===== src/rtl/control_velocidad_enemigos_pkg.sv =====
// Shared types and defaults for the enemy speed controller.
// Holds the game-state encoding, default timing constants and period helper.
package control_velocidad_enemigos_pkg;

   typedef enum logic [1:0] {
      IDLE  = 2'b00,
      RUN   = 2'b01,
      PAUSA = 2'b10,
      FIN   = 2'b11
   } estado_t;

   localparam logic [26:0] PERIODO_BASE_DEF    = 27'd222222;
   localparam logic [26:0] PASO_PERIODO_DEF    = 27'd20000;
   localparam logic [26:0] PERIODO_MIN_DEF     = 27'd60000;
   localparam logic [7:0]  TICKS_POR_NIVEL_DEF = 8'd64;
   localparam logic [2:0]  NIVEL_MAX_DEF       = 3'd7;

   // Period for a level, floored at minimo. The comparison is done before
   // the subtraction so the 27-bit result can never wrap below zero.
   function automatic logic [26:0] calc_periodo(
      input logic [2:0]  nivel,
      input logic [26:0] base,
      input logic [26:0] paso,
      input logic [26:0] minimo
   );
      logic [26:0] reduccion;
      reduccion = 27'(nivel) * paso;
      if (reduccion >= base - minimo)
         return minimo;
      else
         return base - reduccion;
   endfunction

endpackage


===== src/rtl/control_velocidad_enemigos_divisor.sv =====
// Programmable 27-bit divider: counts 0..periodo-1 while enabled and
// flags the wrap; also drives y, high for the first half of the period.
// Ports: clock_in, reset (sync, high), en (count), carga (restart at z=0
// with periodo_nuevo), apaga_y (force y low), periodo_nuevo (value loaded
// on carga or wrap), wrap (z at last count), y (half-period square wave).
module divisor_programable #(
   parameter logic [26:0] PERIODO_RESET = 27'd222222
) (
   input  logic        clock_in,
   input  logic        reset,
   input  logic        en,
   input  logic        carga,
   input  logic        apaga_y,
   input  logic [26:0] periodo_nuevo,
   output logic        wrap,
   output logic        y
);

   logic [26:0] z_q, z_d;
   logic [26:0] periodo_q, periodo_d;
   logic        y_q, y_d;

   assign wrap = (z_q == periodo_q - 27'd1);
   assign y    = y_q;

   always_comb begin
      z_d       = z_q;
      periodo_d = periodo_q;
      y_d       = y_q;
      if (carga) begin
         z_d       = '0;
         periodo_d = periodo_nuevo;
      end else if (en) begin
         y_d = (z_q < (periodo_q >> 1));
         // The period is only swapped at a wrap, never mid-count.
         if (wrap) begin
            z_d       = '0;
            periodo_d = periodo_nuevo;
         end else begin
            z_d = z_q + 27'd1;
         end
      end
      if (apaga_y)
         y_d = 1'b0;
   end

   always_ff @(negedge clock_in) begin
      if (reset) begin
         z_q       <= '0;
         periodo_q <= PERIODO_RESET;
         y_q       <= 1'b0;
      end else begin
         z_q       <= z_d;
         periodo_q <= periodo_d;
         y_q       <= y_d;
      end
   end

endmodule


===== src/rtl/control_velocidad_enemigos.sv =====
// Enemy speed controller: game FSM, level/period schedule and round-robin
// distribution of one shared divider tick over NUM_ENEMIGOS lanes.
// Ports: clock_in (all logic on negedge), reset (sync, high), iniciar,
// pausa, choque in; tick_en (one-hot lane enable), y, nivel, estado,
// jugando out.
module control_velocidad_enemigos
   import control_velocidad_enemigos_pkg::*;
#(
   parameter logic [26:0] PERIODO_BASE    = PERIODO_BASE_DEF,
   parameter logic [26:0] PASO_PERIODO    = PASO_PERIODO_DEF,
   parameter logic [26:0] PERIODO_MIN     = PERIODO_MIN_DEF,
   parameter logic [7:0]  TICKS_POR_NIVEL = TICKS_POR_NIVEL_DEF,
   parameter logic [2:0]  NIVEL_MAX       = NIVEL_MAX_DEF,
   parameter int          NUM_ENEMIGOS    = 6
) (
   input  logic                    clock_in,
   input  logic                    reset,
   input  logic                    iniciar,
   input  logic                    pausa,
   input  logic                    choque,
   output logic [NUM_ENEMIGOS-1:0] tick_en,
   output logic                    y,
   output logic [2:0]              nivel,
   output logic [1:0]              estado,
   output logic                    jugando
);

   localparam int IW = (NUM_ENEMIGOS > 1) ? $clog2(NUM_ENEMIGOS) : 1;

   estado_t                 estado_q, estado_d;
   logic [2:0]              nivel_q, nivel_d;
   logic [7:0]              cuenta_q, cuenta_d;
   logic [IW-1:0]           indice_q, indice_d;
   logic [NUM_ENEMIGOS-1:0] tick_q, tick_d;
   logic                    jugando_q, jugando_d;

   logic        avanza;
   logic        carga;
   logic        apaga_y;
   logic        wrap;
   logic [26:0] periodo_nuevo;

   // Both a fresh start (nivel_d = 0) and a wrap load the period of the
   // level that will be current after this edge.
   assign periodo_nuevo = calc_periodo(nivel_d, PERIODO_BASE,
                                       PASO_PERIODO, PERIODO_MIN);

   always_comb begin
      estado_d = estado_q;
      nivel_d  = nivel_q;
      cuenta_d = cuenta_q;
      indice_d = indice_q;
      tick_d   = '0;
      avanza   = 1'b0;
      carga    = 1'b0;
      apaga_y  = 1'b0;
      unique case (estado_q)
         IDLE, FIN: begin
            apaga_y = 1'b1;
            if (iniciar) begin
               estado_d = RUN;
               carga    = 1'b1;
               nivel_d  = '0;
               cuenta_d = '0;
               indice_d = '0;
            end
         end
         RUN: begin
            if (choque) begin
               estado_d = FIN;
               apaga_y  = 1'b1;
            end else if (pausa) begin
               estado_d = PAUSA;
            end else begin
               avanza = 1'b1;
            end
         end
         PAUSA: begin
            if (choque) begin
               estado_d = FIN;
               apaga_y  = 1'b1;
            end else if (!pausa) begin
               // The release edge already counts, so z is frozen for
               // exactly the edges on which pausa was high.
               estado_d = RUN;
               avanza   = 1'b1;
            end
         end
      endcase
      if (avanza && wrap) begin
         tick_d = NUM_ENEMIGOS'(1) << indice_q;
         if (indice_q == IW'(NUM_ENEMIGOS - 1))
            indice_d = '0;
         else
            indice_d = indice_q + IW'(1);
         if (cuenta_q == TICKS_POR_NIVEL - 8'd1) begin
            cuenta_d = '0;
            if (nivel_q != NIVEL_MAX)
               nivel_d = nivel_q + 3'd1;
         end else begin
            cuenta_d = cuenta_q + 8'd1;
         end
      end
      jugando_d = (estado_d == RUN);
   end

   always_ff @(negedge clock_in) begin
      if (reset) begin
         estado_q  <= IDLE;
         nivel_q   <= '0;
         cuenta_q  <= '0;
         indice_q  <= '0;
         tick_q    <= '0;
         jugando_q <= 1'b0;
      end else begin
         estado_q  <= estado_d;
         nivel_q   <= nivel_d;
         cuenta_q  <= cuenta_d;
         indice_q  <= indice_d;
         tick_q    <= tick_d;
         jugando_q <= jugando_d;
      end
   end

   divisor_programable #(
      .PERIODO_RESET(PERIODO_BASE)
   ) u_divisor (
      .clock_in     (clock_in),
      .reset        (reset),
      .en           (avanza),
      .carga        (carga),
      .apaga_y      (apaga_y),
      .periodo_nuevo(periodo_nuevo),
      .wrap         (wrap),
      .y            (y)
   );

   assign tick_en = tick_q;
   assign nivel   = nivel_q;
   assign estado  = estado_q;
   assign jugando = jugando_q;

endmodule

===== config.mk =====
export PLATFORM = sky130hd
export DESIGN_NAME = control_velocidad_enemigos
export DESIGN_NICKNAME = d
export VERILOG_FILES = /design/src/rtl/control_velocidad_enemigos_pkg.sv /design/src/rtl/control_velocidad_enemigos_divisor.sv /design/src/rtl/control_velocidad_enemigos.sv
export SDC_FILE = /design/constraint.sdc
export NUM_CORES = 1
export LEC_CHECK = 0
export BUFFER_PORTS_ARGS = -buffer_cell sky130_fd_sc_hd__buf_2
export CAP_MARGIN = 5
export CORE_MARGIN = 1
export CORE_UTILIZATION = 35
export CTS_BUF_LIST = sky130_fd_sc_hd__clkbuf_8
export DETAILED_ROUTE_END_ITERATION = 6
export PLACE_DENSITY = 0.6
export SYNTH_ARGS = -nofsm -noshare
export SYNTH_HDL_FRONTEND = slang
export SYNTH_SLANG_ARGS = --single-unit

===== constraint.sdc =====
create_clock -name clock_in -period 5.1 [get_ports clock_in]
set_clock_uncertainty 0.15 [all_clocks]
set_input_delay 0.255 -clock clock_in [delete_from_list [all_inputs] [get_ports clock_in]]
set_output_delay 0.255 -clock clock_in [all_outputs]
set_load 0.005 [all_outputs]

Word level (Yosys, flattened, before mapping)
Cells that the tools add are included.

Add/subtract/negate cells: 6. $mul: 1. Order comparisons: 2. Equality and inequality tests: 8. Shift operators: 1. Multiplexer cells: 31. Bitwise logic cells: 2. Reductions and logical operators: 14.

Operators by type and width (count): 27-bit 2-to-1 mux (5); 8-bit 2-to-1 mux (4); 27-bit by 1-bit adder with 27-bit output, second input constant (1); 27-bit equality test (1); 27-bit by 26-bit less-than comparator with 1-bit output (1); 3-bit 2-to-1 mux (9); 27-bit by 1-bit subtractor with 27-bit output, second input constant (1); 18-bit by 18-bit subtractor with 19-bit output, first input constant (1); 18-bit greater-or-equal comparator, second input constant (1); 3-bit by 10-bit multiplier with 13-bit output, second input constant (1); 2-bit 2-to-1 mux (5); 2-bit OR reduction (5); 8-bit by 1-bit adder with 8-bit output, second input constant (1); 8-bit by 6-bit equality test with 1-bit output, second input constant (1); 2-bit nonzero test (4); 3-bit by 1-bit adder with 3-bit output, second input constant (2); 1-bit 2-to-1 mux (6); 2-bit case mux with 3 select lines (1); 2-bit AND reduction (3); 1-bit by 3-bit << shifter with 6-bit output, first input constant (1); 2-bit by 1-bit equality test with 1-bit output, second input constant (2); 2-bit equality test, second input constant (2); 3-bit equality test, second input constant (1); 3-bit inequality test, second input constant (1); 4 further kinds (5).

Register bits after elaboration: 78. Bits of input ports: 5.

Longest topological paths before layout
Word-level depth: 12. Depth in mapped cells: 23.

Cells and area by module
A second synthesis with hierarchy kept.

Cells, all modules: 713. Area, all modules: 5866.9 um^2.

Modules (own cells, without submodules): divisor_programable (times used 1, cells an instance 501, area each 4149.0 um^2, seq. area each 1101.1 um^2); control_velocidad_enemigos (times used 1, cells an instance 212, area each 1717.9 um^2, seq. area each 460.4 um^2).

==> reports/metrics.cfg <==
[pwr]
leakage_nw=2.98
ir_drop_mv=0.102
p_total_mw=1.48
powerDensity_nw_per_um2=247

[routing]
viasPerCell=5.00
first_pass_iters=4
wl_per_cell_um=14.0
drt-total-wl_mm=12.2
drc=0
initialDrtViolationCount=132
ant_nets=0
via_count=4348

[logic_synthesis]
syn_area_per_cell_um2=8.61
synth.distinct_cells=72
ys.flop_type=dfxtp_1
yosysSeqAreaShare=0.291
synth_edf_count=0
synthCells=528
syn_nets=580
yosys_register_bits=66
yosysWarnings=0
async_flop_share=0
syn_area_um2=4550

[hold_path]
hp-class=flop to flop
min_to=u_divisor.y$_SDFFE_NP0P_
whs_path_depth=2
worstHoldStart=u_divisor.y$_SDFFE_NP0P_

[setup_path]
cp_max_fo=5
path_class=input pin to flop
r2r-start=u_divisor.periodo_q[7]$_SDFFE_NP0P_
ff2ff_setup_slack_ns=-0.23
start_kind=input pin
endpoint_kind=flop
reg2reg_to=u_divisor.periodo_q[16]$_SDFFE_NP1P_
crit_required_ns=2.76
crit_arrival_ns=3.65
reg2reg_depth=20

[floorplan]
start_util=0.360
fp-row-count=41
ios=18
core_area_um2=12600
dieArea_um2=13400
dieHeight_um=116
fp.dieW_um=116

[outcome]
status=finished with violations
violations=negative setup slack

[cells_and_area]
synthToLayoutAreaGrowth_pct=31.9
drive_gt1_frac=0.228
fin_util=0.475
n_fill_cell=1317
diodes=0
fin_nets=745
fin_cells=869

[cts]
numCtsBuffers=9
cts_root_buf=clkbuf_8
postCtsHoldBufs=0
cts_buffer_depth=2
cts_max_level=3
numClockSinks=66
cts_tree=done
cts.clk_slew.worst_paths_ns=0.03
clk_latency_ns=0.42

[place]
io_buffers=17
dp_cells=782
hpwl_mm=9.13
gp_congestion=0.932

[global_routing]
use_met1=0.225
use_met3=0.0575
grt_start_max_net_pins=31
grt-ovfl-total=0
grt_pass1_vias=4435
grt_antenna_before_repair=0
grt_use_total=0.197
grt_pass1_wl_mm=20.5
use_met2=0.325
busiest_layer=met2

[timing]
setup-violations-final=13
layout_setup_ws_ns=-0.895
relSlewSlack=0.468
rsz0062_at_grt=yes
hold_viol=0
worst_pin_slew_ns=0.796
timing_max_transition_violations_final=0

[flow_run]
maxCapViolations=0

cells in the final DEF (no fill, tap or decap), types with 4 or more instances in the layout:
master,netlist,layout
a21o_1,19,19
a21oi_1,14,14
and3_1,13,12
buf_2,2,16
buf_4,2,82
clkbuf_8,0,9
dfxtp_1,66,66
ha_1,44,41
inv_1,34,96
mux2i_1,4,4
nand2_1,30,29
nand2b_1,5,5
nand3_1,27,25
nand3b_1,4,4
nand4_1,14,14
nor2_1,56,56
nor2b_1,8,6
nor3_1,14,12
nor4_1,7,7
o21a_1,4,4
o21ai_0,12,11
or3_1,8,7
or4_1,4,4
xnor2_1,28,27
xor2_1,29,29
worst max-delay path by stage:
stage	startpoint	end	slack, ns	cells past startpoint
2_1_floorplan	choque	u_divisor.periodo_q[16]$_SDFFE_NP1P_	-1.39	18
3_3_place_gp	choque	u_divisor.periodo_q[16]$_SDFFE_NP1P_	-1.37	17
3_5_place_dp	choque	u_divisor.periodo_q[16]$_SDFFE_NP1P_	-1.44	18
4_1_cts	pausa	u_divisor.periodo_q[16]$_SDFFE_NP1P_	-0.90	17
5_1_grt	pausa	u_divisor.periodo_q[16]$_SDFFE_NP1P_	-1.06	18
6_report	pausa	u_divisor.periodo_q[16]$_SDFFE_NP1P_	-0.89	17
Yosys cell counts, drive strengths merged, types with 3 or more instances:
master / n / area, um2
xor2: 29 / 254
o21a: 4 / 30.0
nand4: 15 / 109
o21ai: 12 / 60.1
nand2b: 5 / 31.3
nor2b: 8 / 50.1
xnor2: 29 / 262
a21oi: 14 / 70.1
dfxtp: 66 / 1320
or3: 8 / 50.1
a31oi: 3 / 18.8
nand3: 27 / 135
nand2: 30 / 113
buf: 4 / 25.0
inv: 34 / 128
nor2: 56 / 210
ha: 44 / 551
a21o: 19 / 143
clkbuf: 9 / 33.8
a211o: 4 / 36.3
a22oi: 4 / 30.0
or2: 3 / 18.8
and2: 4 / 26.3
fa: 3 / 60.1
mux2i: 5 / 62.6
nor3: 14 / 70.1
a41oi: 3 / 26.3
or4: 5 / 41.3
nand3b: 4 / 30.0
nor4: 8 / 65.1
and3: 13 / 81.3
per-stage QoR:
step	worst slack, ns	area (um2)	TNS, ns	hold slack (ns)
after global placement	-1.37	5430	-14.37	0.319
after CTS	-0.895	5920	-9.06	0.333
after detailed placement	-1.44	5430	-15.46	0.323
after global routing	-1.06	6000	-10.76	0.355
final	-0.895	6000	-8.64	0.330
after floorplan	-1.39	4600	-11.98	0.287
report_power, final:
| part | switching, mW | internal (mW) |
|---|---|---|
| combinational | 0.166 | 0.145 |
| sequential | 0.0187 | 0.539 |
| clock | 0.368 | 0.247 |
| total | 0.552 | 0.931 |
cell families (layout without fill, tap and decap cells):
kind of cell / Yosys count / after routing / synth area share
and+or+nand+nor: 212 / 212 / 0.254
xor gates and xnor gates: 58 / 58 / 0.113
adders and majority gates: 48 / 48 / 0.137
DFF: 66 / 66 / 0.291
muxes: 7 / 7 / 0.0195
buffers and inverters: 48 / 217 / 0.0446
AOI/OAI and AO/OA: 89 / 89 / 0.141
critical path, cell delays in order:
cell and delay, ns:
buf_6 0.09, or3_4 0.38, nor3_4 0.24, nand4_4 0.18, nand3_2 0.10, o21a_1 0.15
inv_2 0.05, fa_1 0.58, ha_4 0.15, inv_2 0.03, fa_2 0.59, nand3_2 0.09
nand2_1 0.08, or2_4 0.11, mux2i_1 0.06, or4_1 0.39, nand3_1 0.09
timing repair:
action | 4_1_cts | 5_1_grt
buffers inserted | 5 | 4
setup endpoints to repair | 13 | 13
pin swaps | 19 | 13
gates resized for setup | 10 | 11
routing by layer:
layer	wire [um]	part of all wire	vias to the layer above
met5	0	0	-
met1	5530	0.45	2051
met4	280	0.023	0
li1	-	-	2221
met3	496	0.041	18
met2	5870	0.48	58
state kept, by name, indices dropped and copies added, names as in the netlist:
signal,flops
cuenta_q,8
u_divisor.y,1
estado,2
u_divisor.periodo_q,15
nivel,3
tick_en,6
jugando,1
indice_q,3
u_divisor.z_q,27
area by class of cell:
| type | count | area, um2 | area share |
|---|---|---|---|
| Timing Repair Buffer | 102 | 749 | 0.125 |
| Tap cell | 172 | 215 | 0.0359 |
| Clock inverter | 72 | 295 | 0.0492 |
| Sequential cell | 66 | 1320 | 0.220 |
| Clock buffer | 9 | 124 | 0.0207 |
| Multi-Input combinational cell | 414 | 3150 | 0.526 |
| Inverter | 34 | 140 | 0.0234 |
Power figures use the tool's default switching activity.
